### src/rtl/apb_master_bridge.sv
// apb_master_bridge: converts a core-side valid/ready request into one APB
// SETUP/ACCESS transfer and returns read data / slave error on a valid/ready
// response channel. One transaction in flight, no pipelining.
// Optional feature macro: APB_TIMEOUT_EN -- forces an error response when the
// slave holds pready low for TIMEOUT_CYC ACCESS cycles.
module apb_master_bridge #(
    parameter  int ADDR_W      = 32,
    parameter  int DATA_W      = 32,
    parameter  int TIMEOUT_CYC = 256,
    localparam int STRB_W      = DATA_W / 8
) (
    input  logic              clk,
    input  logic              rst,
    input  logic              req_vld,
    output logic              req_rdy,
    input  logic [ADDR_W-1:0] req_addr,
    input  logic              req_wr,
    input  logic [DATA_W-1:0] req_wdata,
    input  logic [STRB_W-1:0] req_wstrb,
    output logic              rsp_vld,
    input  logic              rsp_rdy,
    output logic [DATA_W-1:0] rsp_rdata,
    output logic              rsp_err,
    output logic              m_psel,
    output logic              m_penable,
    output logic [ADDR_W-1:0] m_paddr,
    output logic              m_pwrite,
    output logic [DATA_W-1:0] m_pwdata,
    output logic [STRB_W-1:0] m_pstrb,
    input  logic [DATA_W-1:0] m_prdata,
    input  logic              m_pready,
    input  logic              m_pslverr
);

    typedef enum logic [1:0] {
        IDLE   = 2'd0,
        SETUP  = 2'd1,
        ACCESS = 2'd2,
        RESP   = 2'd3
    } state_t;

    state_t state;

    // A timeout shorter than two cycles cannot be distinguished from a normal wait
    if (TIMEOUT_CYC < 2) begin : g_timeout_range
        $error("apb_master_bridge: TIMEOUT_CYC must be >= 2");
    end

`ifdef APB_TIMEOUT_EN
    logic [15:0] wait_cnt;
`endif

    // Transfer FSM; the APB bus fields double as the request latch, so they
    // naturally hold their last value between transfers
    always_ff @(posedge clk or posedge rst) begin
        if (rst) begin
            state     <= IDLE;
            req_rdy   <= 1'b1;
            rsp_vld   <= 1'b0;
            rsp_rdata <= '0;
            rsp_err   <= 1'b0;
            m_psel    <= 1'b0;
            m_penable <= 1'b0;
            m_paddr   <= '0;
            m_pwrite  <= 1'b0;
            m_pwdata  <= '0;
            m_pstrb   <= '0;
`ifdef APB_TIMEOUT_EN
            wait_cnt  <= '0;
`endif
        end else begin
            case (state)
                IDLE: begin
                    if (req_vld) begin
                        m_paddr  <= req_addr;
                        m_pwrite <= req_wr;
                        m_pwdata <= req_wdata;
                        // Reads never drive strobes onto the bus
                        m_pstrb  <= req_wr ? req_wstrb : '0;
                        m_psel   <= 1'b1;
                        req_rdy  <= 1'b0;
                        state    <= SETUP;
                    end
                end
                SETUP: begin
                    m_penable <= 1'b1;
`ifdef APB_TIMEOUT_EN
                    wait_cnt  <= '0;
`endif
                    state     <= ACCESS;
                end
                ACCESS: begin
                    if (m_pready) begin
                        rsp_rdata <= m_pwrite ? '0 : m_prdata;
                        rsp_err   <= m_pslverr;
                        m_psel    <= 1'b0;
                        m_penable <= 1'b0;
                        rsp_vld   <= 1'b1;
                        state     <= RESP;
                    end
`ifdef APB_TIMEOUT_EN
                    // pready on the expiry cycle is handled above and wins
                    else if (wait_cnt == 16'(TIMEOUT_CYC - 1)) begin
                        rsp_rdata <= '0;
                        rsp_err   <= 1'b1;
                        m_psel    <= 1'b0;
                        m_penable <= 1'b0;
                        rsp_vld   <= 1'b1;
                        state     <= RESP;
                    end else begin
                        wait_cnt  <= wait_cnt + 16'd1;
                    end
`endif
                end
                RESP: begin
                    if (rsp_rdy) begin
                        rsp_vld <= 1'b0;
                        req_rdy <= 1'b1;
                        state   <= IDLE;
                    end
                end
                default: begin
                    state <= IDLE;
                end
            endcase
        end
    end

endmodule

### config.mk
export PLATFORM = sky130hd
export DESIGN_NAME = apb_master_bridge
export DESIGN_NICKNAME = d
export VERILOG_FILES = /design/src/rtl/apb_master_bridge.sv
export SDC_FILE = /design/constraint.sdc
export NUM_CORES = 1
export LEC_CHECK = 0
export CAP_MARGIN = 10
export CORE_MARGIN = 4
export CORE_UTILIZATION = 24
export CTS_CLUSTER_SIZE = 40
export DETAILED_ROUTE_END_ITERATION = 6
export PLACE_DENSITY = 0.6
export SYNTH_ARGS = -nofsm -noshare
export SYNTH_HDL_FRONTEND = slang
export SYNTH_SLANG_ARGS = --single-unit
export TNS_END_PERCENT = 1
### constraint.sdc
create_clock -name clk -period 4.88 [get_ports clk]
set_clock_uncertainty 0.1 [all_clocks]
set_input_delay 0.732 -clock clk [delete_from_list [all_inputs] [get_ports clk]]
set_output_delay 0.732 -clock clk [all_outputs]
set_load 0.01 [all_outputs]
==> flow_metrics.py <==
metrics = {
    "place": {
        "placed_cells": 770,
        "dp_hpwl_um": 9360,
        "pre_cts_slack_ns": 1.89,
        "numPortBuffers": 212,
        "routabilityCongestion": 0.750,
        "place_area_um2": 6900,
    },
    "power_and_ir_drop": {
        "powerDensity_nw_per_um2": 634,
        "p_sw_share_pct": 31.0,
        "switchingPower_mw": 1.42,
        "pwr-share-seq_pct": 35.3,
        "vdd_drop_max_uv": 228,
        "combPwrFrac_pct": 47.7,
        "power_frac_clock_pct": 17.0,
        "internal-power_mw": 3.16,
        "p_leak_nw": 3.18,
    },
    "cts": {
        "clock_sinks": 108,
        "cts_resized": 0,
        "worst_skew_pair.late_latency_ns": 0.34,
        "post_cts_buffers": 0,
        "root_buffer": "clkbuf_16",
        "cts_buffer_depth": 2,
        "htreeDepth": 3,
        "cts_made_buffers": 9,
        "clk_pin_slew_ns": 0.07,
        "cts_hold_buf": 0,
        "tritoncts": "built",
    },
    "synth": {
        "synth_cells": 340,
        "ys_types": 28,
        "avgSynthCellArea_um2": 13.5,
        "synth_edf_count": 0,
        "synth-seq-cells": 108,
        "synth_fp_nets": 454,
        "ys_top_cells_by_area": "dfrtp_1, mux2_4, nand2b_1",
        "synthTopCellsByCount": "dfrtp_1, mux2_4, nand2_1",
        "synthArstFlopShare_pct": 100,
        "ys_seq_area_share_pct": 59.0,
        "synth_area_leader_cell": "dfrtp_1",
        "syn-cell-area_um2": 4590,
        "synth_top_cell_area_share_pct": 58.4,
        "yosysWarnings": 0,
        "synthMostInstantiatedCell": "dfrtp_1",
        "synth_ff_type": "dfrtp_1",
    },
    "die": {
        "die_w_um": 146,
        "initial_core_util_pct": 24.4,
        "io_pins": 213,
        "core_area_um2": 18800,
        "die_h_um": 146,
        "dieArea_um2": 21400,
        "rows": 50,
    },
    "grt": {
        "antenna_found_initial": 3,
        "grt_max_degree": 84,
        "grt_pass1_vias": 3467,
        "globalRouteOverflowTotal": 0,
        "grt_usage_pct": 11.6,
        "grt_pass1_wl_um": 19700,
    },
    "drt": {
        "drt_pass1_iterations": 3,
        "drtIter0Drc": 122,
        "ant_nets": 0,
        "via_per_inst": 4.10,
        "totalWireLength_um": 12400,
        "wl_per_cell_um": 15.8,
        "route.detailed.drc": 0,
        "num_vias": 3222,
    },
    "sta": {
        "min_period_over_period_pct": 56.3,
        "maxSlewViolCount": 0,
        "whs_ns": 0.388,
        "tightest_slew_ns": 1.07,
        "timing.setup.tns_ns": 0,
        "rsz0062_at_grt": "no",
        "min_period_ns": 2.75,
        "max_freq_mhz": 364,
        "slew_headroom_pct": 28.6,
        "setup_viol": 0,
        "finalHoldViolCount": 0,
        "final.setup.worst_slack_ns": 2.13,
    },
    "flow_run": {
        "drv_cap": 0,
    },
    "finish": {
        "final_nets": 661,
        "fillers": 1799,
        "diodes": 0,
        "multiInputGateArea_um2": 1750,
        "area_delta_synth_final_pct": 57.4,
        "finish.instance_area_um2": 7220,
        "ff_latch_area_um2": 2700,
        "final_cells": 786,
        "drive_above_1_share_pct": 15.9,
    },
    "critical_path": {
        "path_cells": "clkdlybuf4s50_1",
        "worstPathMaxFanout": 34,
        "crit_family": "flip-flops",
        "cp_slowest_cell": "dfrtp_1",
        "rrSetupSlack_ns": 2.32,
        "worstPathArrival_ns": 1.91,
        "cp.buffers_inverters": 1,
        "max_stage_delay_ns": 0.88,
        "required_ns": 4.05,
        "worstSetupPathType": "reg -> out",
        "start_kind": "flop",
        "cp-end-kind": "output pin",
    },
    "run_status": {
        "status": "complete, no violations",
    },
    "min_path": {
        "hp-class": "reg -> reg",
    },
}
power groups by stage:
stage	combinational (mW)	sequential [mW]	clock (mW)
final	2.18	1.61	0.777
after global routing	2.34	1.68	0.858
after CTS	2.22	1.62	0.810
after detailed placement	2.22	1.63	0
after global placement	2.18	1.61	0
after floorplan	0.911	1.78	0
layout make-up:
cell class,instances,share of cell area (%)
tap,234,4.06
inverter,3,0.191
multi-input combinational,211,24.3
timing repair buffer,214,29.6
clock inverter,6,1.20
sequential,108,37.5
clock buffer,10,3.17
sequential cells by signal, summed over array words and instances (netlist names):
| register | count |
|---|---|
| rsp_rdata | 32 |
| m_pwrite | 1 |
| m_psel | 1 |
| req_rdy | 1 |
| state | 2 |
| rsp_err | 1 |
| m_paddr | 32 |
| rsp_vld | 1 |
| m_penable | 1 |
| m_pwdata | 32 |
| m_pstrb | 4 |
metrics by stage:
stage,util (%),power [mW]
3_5_place_dp,36.8,3.84
6_report,38.5,4.57
3_3_place_gp,36.8,3.79
4_1_cts,38.5,4.65
2_1_floorplan,-,2.69
5_1_grt,38.5,4.87
cells in the final DEF, fill, tap and decap left out, types with 2 or more instances in the layout:
cell type | synthesis | routed
a21oi_1 | 3 | 3
buf_4 | 0 | 2
bufinv_16 | 0 | 2
clkbuf_16 | 0 | 9
clkdlybuf4s50_1 | 0 | 212
clkinv_2 | 0 | 2
dfrtp_1 | 107 | 107
ha_1 | 7 | 7
inv_1 | 3 | 2
mux2_2 | 15 | 15
mux2_4 | 51 | 51
mux2i_1 | 2 | 2
nand2_1 | 43 | 41
nand2b_1 | 37 | 37
nor2_1 | 2 | 2
nor3_1 | 2 | 2
o21ai_0 | 37 | 37
routing by layer:
layer,track usage [%],up-vias,wire [um]
met5,0,-,42
met4,4.09,6,318
met3,4.69,23,744
met2,20.0,101,6440
met1,13.1,1538,4860
li1,-,1554,-
path summary, 6_finish.rpt:
path	startpoint	end	cells past startpoint
worst max register to register	state[0]	m_paddr[4]	5
worst min-delay path	rsp_rdata[14]	rsp_rdata[14]	2
min in group asynchronous	rst	rsp_rdata[12]	2
worst max-delay path	m_pwrite	m_pwrite	1
worst min register to register	rsp_rdata[14]	rsp_rdata[14]	2
max in group asynchronous	rst	req_rdy	3
cells by family (layout without fill, tap and decap cells):
family / after synthesis / after routing / synth area share (%)
buf+inv: 21 / 233 / 3.00
compound gates: 44 / 44 / 5.05
simple gates: 91 / 91 / 10.0
mux: 69 / 69 / 21.1
flops: 108 / 108 / 59.0
fa+ha+maj: 7 / 7 / 1.91
No activity file was read; power rests on OpenSTA's default activity.
==> edit 1: new RTL, same settings <==
Re-encode `state_t` (4 states) as one-hot, 4 bits wide.
--- a/src/rtl/apb_master_bridge.sv
+++ b/src/rtl/apb_master_bridge.sv
@@ -34,7 +34,7 @@
 
-    typedef enum logic [1:0] {
-        IDLE   = 2'd0,
-        SETUP  = 2'd1,
-        ACCESS = 2'd2,
-        RESP   = 2'd3
+    typedef enum logic [3:0] {
+        IDLE   = 4'b0001,
+        SETUP  = 4'b0010,
+        ACCESS = 4'b0100,
+        RESP   = 4'b1000
     } state_t;
Formal check against the unedited RTL: same outputs for any inputs over 10 cycles, from zero or initial values and one cycle with rst high; not proved beyond that.
==> edit 1 against the unedited design <==
Design area fell by 1.7%; sequential cell count rose by 2; synthesized area fell by 4.0%; via count fell by 3.8%; combinational power fell by 20%; count of clock-buffer cells in the layout did not move; wire length fell by 5.9%; highest routed layer is now met4; power fell by 12%; sequential share of layout area rose by 1.4 points; setup slack improved by 0.13 ns; critical path depth rose by 1.
==> edit 1: results (changes against the unedited design) <==
Clocking
  – Clk_lat worst skew: 0.34 ns (about the same)
  – CTS resizes: 0 (unchanged)
  – Clock slew at reported path FFs: 0.08 ns
  – Root Buffer: clkbuf_16 (unchanged)
  – Htree depth: 3 (unchanged)
  – Number of CTS-inserted buffers: 9 (unchanged)
  – Deepest clock path buffer count: 2 (unchanged)
  – Post-CTS setup buffer count: 0 (unchanged)

STA
  – Setup Viol. Count Final: 0 (unchanged)
  – Final Hold Vio Count: 0 (unchanged)
  – Total negative slack: 0 ns (unchanged)
  – Worst slew margin: 0.666 (was 0.286)

Critical path
  – CP max-delay cell: dfrtp_1 (unchanged)
  – Critical path's largest stage delay: 0.66 ns (was 0.88 ns)
  – WP data arrival: 1.79 ns (was 1.91 ns)
  – Crit path max-delay family: buffers and inverters (was flip-flops)
  – CP max FO: 24 (was 34)

Cells and area
  – Layout cells sized above 1: 0.189 (was 0.159)
  – N_diodes: 0 (unchanged)
  – FILL cells: 1700 (was 1799)
  – # nets final: 615 (was 661)
  – Top Registers: m_paddr (32), m_pwdata (32), rsp_rdata (32) (unchanged)

Place
  – Routability cong.: 0.707 (was 0.750)
  – Post-DP HPWL: 8570 um (was 9360 um)
  – Input/output buffers: 212 (unchanged)

GRT
  – Pin count of the biggest net entering global routing: 86 (was 84)
  – GRT Overall Usage: 0.112 (was 0.116)
  – Vias in the first global route: 3534 (was 3467)
  – Initial antenna violation count: 0 (was 3)
  – First-pass GRT wire length: 18300 um (was 19700 um)
  – Global route overflow: 0 (unchanged)

Drt
  – Initial DRC count: 56 (was 122)
  – Vias post-DR: 3099 (was 3222)
  – Routed WL: 11700 um (was 12400 um)
  – First-pass detailed-route iteration total: 4 (was 3)

Status
  – Status: finished, final reports clean (unchanged)

Pwr
  – Static Leak: 2.98 nW (was 3.18 nW)
  – P_sw: 0.00123 W (was 0.00142 W)
  – VDD IR max: 0.301 mV (was 0.228 mV)

Synth
  – Syn Nets: 403 (was 454)
  – Commonest cells in the netlist: dfrtp_1 (108), mux2_2 (71), nor2b_1 (34), mux2_1 (27), buf_2 (11) (was dfrtp_1 (107), mux2_4 (51), nand2_1 (43), nand2b_1 (37), o21ai_0 (37))
  – Post-synthesis sequential area ratio: 0.626 (was 0.590)
  – Ys Warns: 0 (unchanged)
  – Unique masters post-synth: 25 (was 28)
  – Ranking of synthesized cells by area: dfrtp_1 (61%), mux2_2 (18%), mux2_1 (6.9%), nor2b_1 (4.8%), buf_2 (1.3%) (was dfrtp_1 (58%), mux2_4 (17%), nand2b_1 (5.0%), o21ai_0 (4.0%), mux2_2 (3.7%))

Min path
  – Hold Crit Class: flip-flop to flip-flop (unchanged)
==> edit 1: cell types whose count changed after synthesis, moves of 3 or more <==
cell      change
mux2_2       +56
mux2_4       -51
nand2_1      -38
nand2b_1     -37
o21ai_0      -36
nor2b_1      +33
mux2_1       +26
ha_1          -7
buf_2         +6
buf_6         -4
inv_1         +4
clkbuf_1      -3
mux2i_1       +3
==> edit 1: area by class of cell <==
class	instances	area, um^2	share of cell area
tap	229	287	0.0404
timing repair buffer	218	2210	0.311
multi-input combinational	161	1520	0.214
clock buffer	10	229	0.0323
clock inverter	6	70.1	0.00987
sequential	110	2760	0.388
inverter	8	32.5	0.00458
==> edit 1: stage by stage <==
step                      std cells  total power, W  worst slack [ns]  cell area [um^2]   util
after floorplan                 296         0.00229              1.15              4400      -
after global placement          724         0.00327              2.00              6740  0.374
after detailed placement        724         0.00330              1.92              6740  0.374
after CTS                       740         0.00409              1.76              7040  0.391
after global routing            742         0.00429              2.15              7100  0.394
final                           742         0.00403              2.26              7100  0.394
==> edit 1: final timing paths <==
| path | from | to | slack, ns | depth (start not counted) |
|---|---|---|---|---|
| worst max register to register | state[3] | m_pwdata[6] | 2.65 | 5 |
| min in group asynchronous | rst | rsp_rdata[14] | 0.65 | 2 |
| max in group asynchronous | rst | m_paddr[24] | 3.00 | 4 |
| worst min-delay path | req_rdy | req_rdy | 0.37 | 2 |
| worst min register to register | req_rdy | req_rdy | 0.37 | 2 |
| worst max-delay path | m_pwrite | m_pwrite | 2.26 | 2 |
==> edit 1: routing by layer <==
layer / track usage / wire (um) / vias to the layer above
met5: 0 / 0 / -
li1: - / - / 1432
met2: 0.186 / 5610 / 135
met4: 0.0322 / 122 / 0
met3: 0.0559 / 1330 / 7
met1: 0.128 / 4600 / 1525
==> edit 1: kinds of logic after synthesis <==
kind of cell | count (synthesis) | share of synthesized area
flops | 110 | 0.626
buf+inv | 25 | 0.0296
mux | 103 | 0.262
compound gates | 9 | 0.0142
simple gates | 49 | 0.0680
==> edit 1: tightest hold or removal path, stage by stage (launching register included) <==
cell	delay [ns]
dfstp_2	0.37
inv_1	0.04
a21oi_1	0.05
==> edit 1: power by group through the flow <==
stage / registers (W) / logic, W / clock network, W
after floorplan: 0.00167 / 0.000621 / 0
after global placement: 0.00157 / 0.00170 / 0
after detailed placement: 0.00158 / 0.00173 / 0
after CTS: 0.00157 / 0.00173 / 0.000787
after global routing: 0.00159 / 0.00188 / 0.000819
final: 0.00153 / 0.00175 / 0.000748
==> edit 2: new RTL, config.mk and constraints unchanged <==
Made on the original files. Build with the macro `APB_TIMEOUT_EN` defined.
--- a/src/rtl/apb_master_bridge.sv
+++ b/src/rtl/apb_master_bridge.sv
@@ -5,2 +5,4 @@
 // slave holds pready low for TIMEOUT_CYC ACCESS cycles.
+`define APB_TIMEOUT_EN
+
 module apb_master_bridge #(
Function: same outputs for any inputs over 4 cycles, from zero or initial values and one cycle with rst high; that may be too few to reach the edited logic, so the function may still have changed.
==> edit 2 against the unedited design <==
Setup slack worse by 0.13 ns; first-iteration DRC count grew 30%; design area is 15% higher; sequential cell count up 16; synthesized area increased by 18%; wire length grew 24%; power grew 9.0%; critical path type unchanged; critical endpoint unchanged; highest routed layer is now met4.
==> edit 2: results (changes against the unedited design) <==
Clocking
  – Htree depth: 4 (was 3)
  – Post-CTS setup buffer count: 0 (unchanged)
  – Number of CTS-inserted buffers: 17 (was 9)
  – Clock slew at reported path FFs: about 0.060 ns
  – Clk_lat worst skew: 0.41 ns (was 0.34 ns)

Critical path
  – Critical path's largest stage delay: 0.94 ns (was 0.88 ns)
  – Crit path to: m_pwrite (unchanged)
  – R2R Setup Slk: 2.06 ns (was 2.32 ns)
  – CP max FO: 34 (unchanged)
  – R2r endpoint: wait_cnt[11] (was m_paddr[4])
  – Reg2reg start: state[0] (unchanged)
  – WP data arrival: 2.05 ns (was 1.91 ns)
  – Worst r2r path cells: 7 (was 5)
  – Crit path launch: m_pwrite (unchanged)

Synth
  – Compound-Gate Fraction of Synth Area: 0.119 (was 0.0505)
  – Syn Nets: 524 (was 454)
  – Unique masters post-synth: 38 (was 28)
  – Ranking of synthesized cells by area: dfrtp_1 (57%), mux2_2 (14%), and4b_1 (5.9%), a21o_1 (4.5%), o31ai_1 (2.8%) (was dfrtp_1 (58%), mux2_4 (17%), nand2b_1 (5.0%), o21ai_0 (4.0%), mux2_2 (3.7%))
  – Cells after Synth: 413 (was 340)
  – Commonest cells in the netlist: dfrtp_1 (123), mux2_2 (66), a21o_1 (32), and4b_1 (32), clkbuf_1 (25) (was dfrtp_1 (107), mux2_4 (51), nand2_1 (43), nand2b_1 (37), o21ai_0 (37))
  – Synth Area in XOR/XNOR: 0 (unchanged)
  – Mux share of post-synthesis cell area: 0.140 (was 0.211)
  – Adder-Cell Fraction of Synth Area: 0.00929 (was 0.0191)
  – Post-synthesis sequential area ratio: 0.576 (was 0.590)
  – Async SR Flop Fraction: 1.00 (unchanged)

Drt
  – Initial DRC count: 158 (was 122)
  – Routed WL: 15400 um (was 12400 um)
  – Vias post-DR: 4281 (was 3222)
  – First-pass detailed-route iteration total: 4 (was 3)
  – Residual DRC: 0 (unchanged)

Place
  – Post-DP HPWL: 10700 um (was 9360 um)
  – Area after DPL: 7770 um^2 (was 6900 um^2)
  – Routability cong.: 0.788 (was 0.750)
  – Dpl cells: 877 (was 770)

GRT
  – Initial antenna violation count: 0 (was 3)
  – Pin count of the biggest net entering global routing: 125 (was 84)
  – GRT Overall Usage: 0.125 (was 0.116)
  – First-pass GRT wire length: 24700 um (was 19700 um)
  – Vias in the first global route: 4803 (was 3467)

Cells and area
  – Finished Layout Cells: 909 (was 786)
  – Layout cells sized above 1: 0.180 (was 0.159)
  – # nets final: 727 (was 661)
  – Top Registers: m_paddr (32), m_pwdata (32), rsp_rdata (32) (unchanged)

Min path
  – Worst hold stages: 1 (was 2)
  – Hold Crit Endpoint: rsp_rdata[28] (was rsp_rdata[14])
  – Hold Crit Class: flip-flop to flip-flop (unchanged)
  – Hold Path Origin: rsp_rdata[28] (was rsp_rdata[14])

STA
  – Worst Hold Slack: 0.379 ns (was 0.388 ns)
  – Worst slew margin: 0.386 (was 0.286)
  – Crit share post-route: 0.590 (was 0.563)

Status
  – Status: finished, final reports clean (unchanged)

Pwr
  – Static Leak: 3.71 nW (was 3.18 nW)
  – VDD IR max: 0.265 mV (was 0.228 mV)
-- edit 2: layout make-up --
| type | count | area [um^2] |
|---|---|---|
| clock inverters | 15 | 116 |
| multi-input cells | 251 | 2120 |
| well taps | 280 | 350 |
| clock buffers | 17 | 425 |
| repair buffers | 217 | 2170 |
| flip-flops and latches | 124 | 3100 |
| inverters | 5 | 21.3 |
| fillers | 2099 | 13600 |
-- edit 2: report_power, final --
part | total, W | internal (W) | switching (W)
sequential | 0.00174 | 0.00146 | 0.000276
combinational | 0.00209 | 0.00123 | 0.000863
clock | 0.00116 | 0.000656 | 0.000501
-- edit 2: routing by layer --
metal / track usage / wire (um) / up-vias
met5: 0 / 0 / -
met4: 0.0410 / 176 / 0
met3: 0.0563 / 1410 / 11
met2: 0.216 / 7900 / 161
met1: 0.138 / 5930 / 2154
li1: - / - / 1955
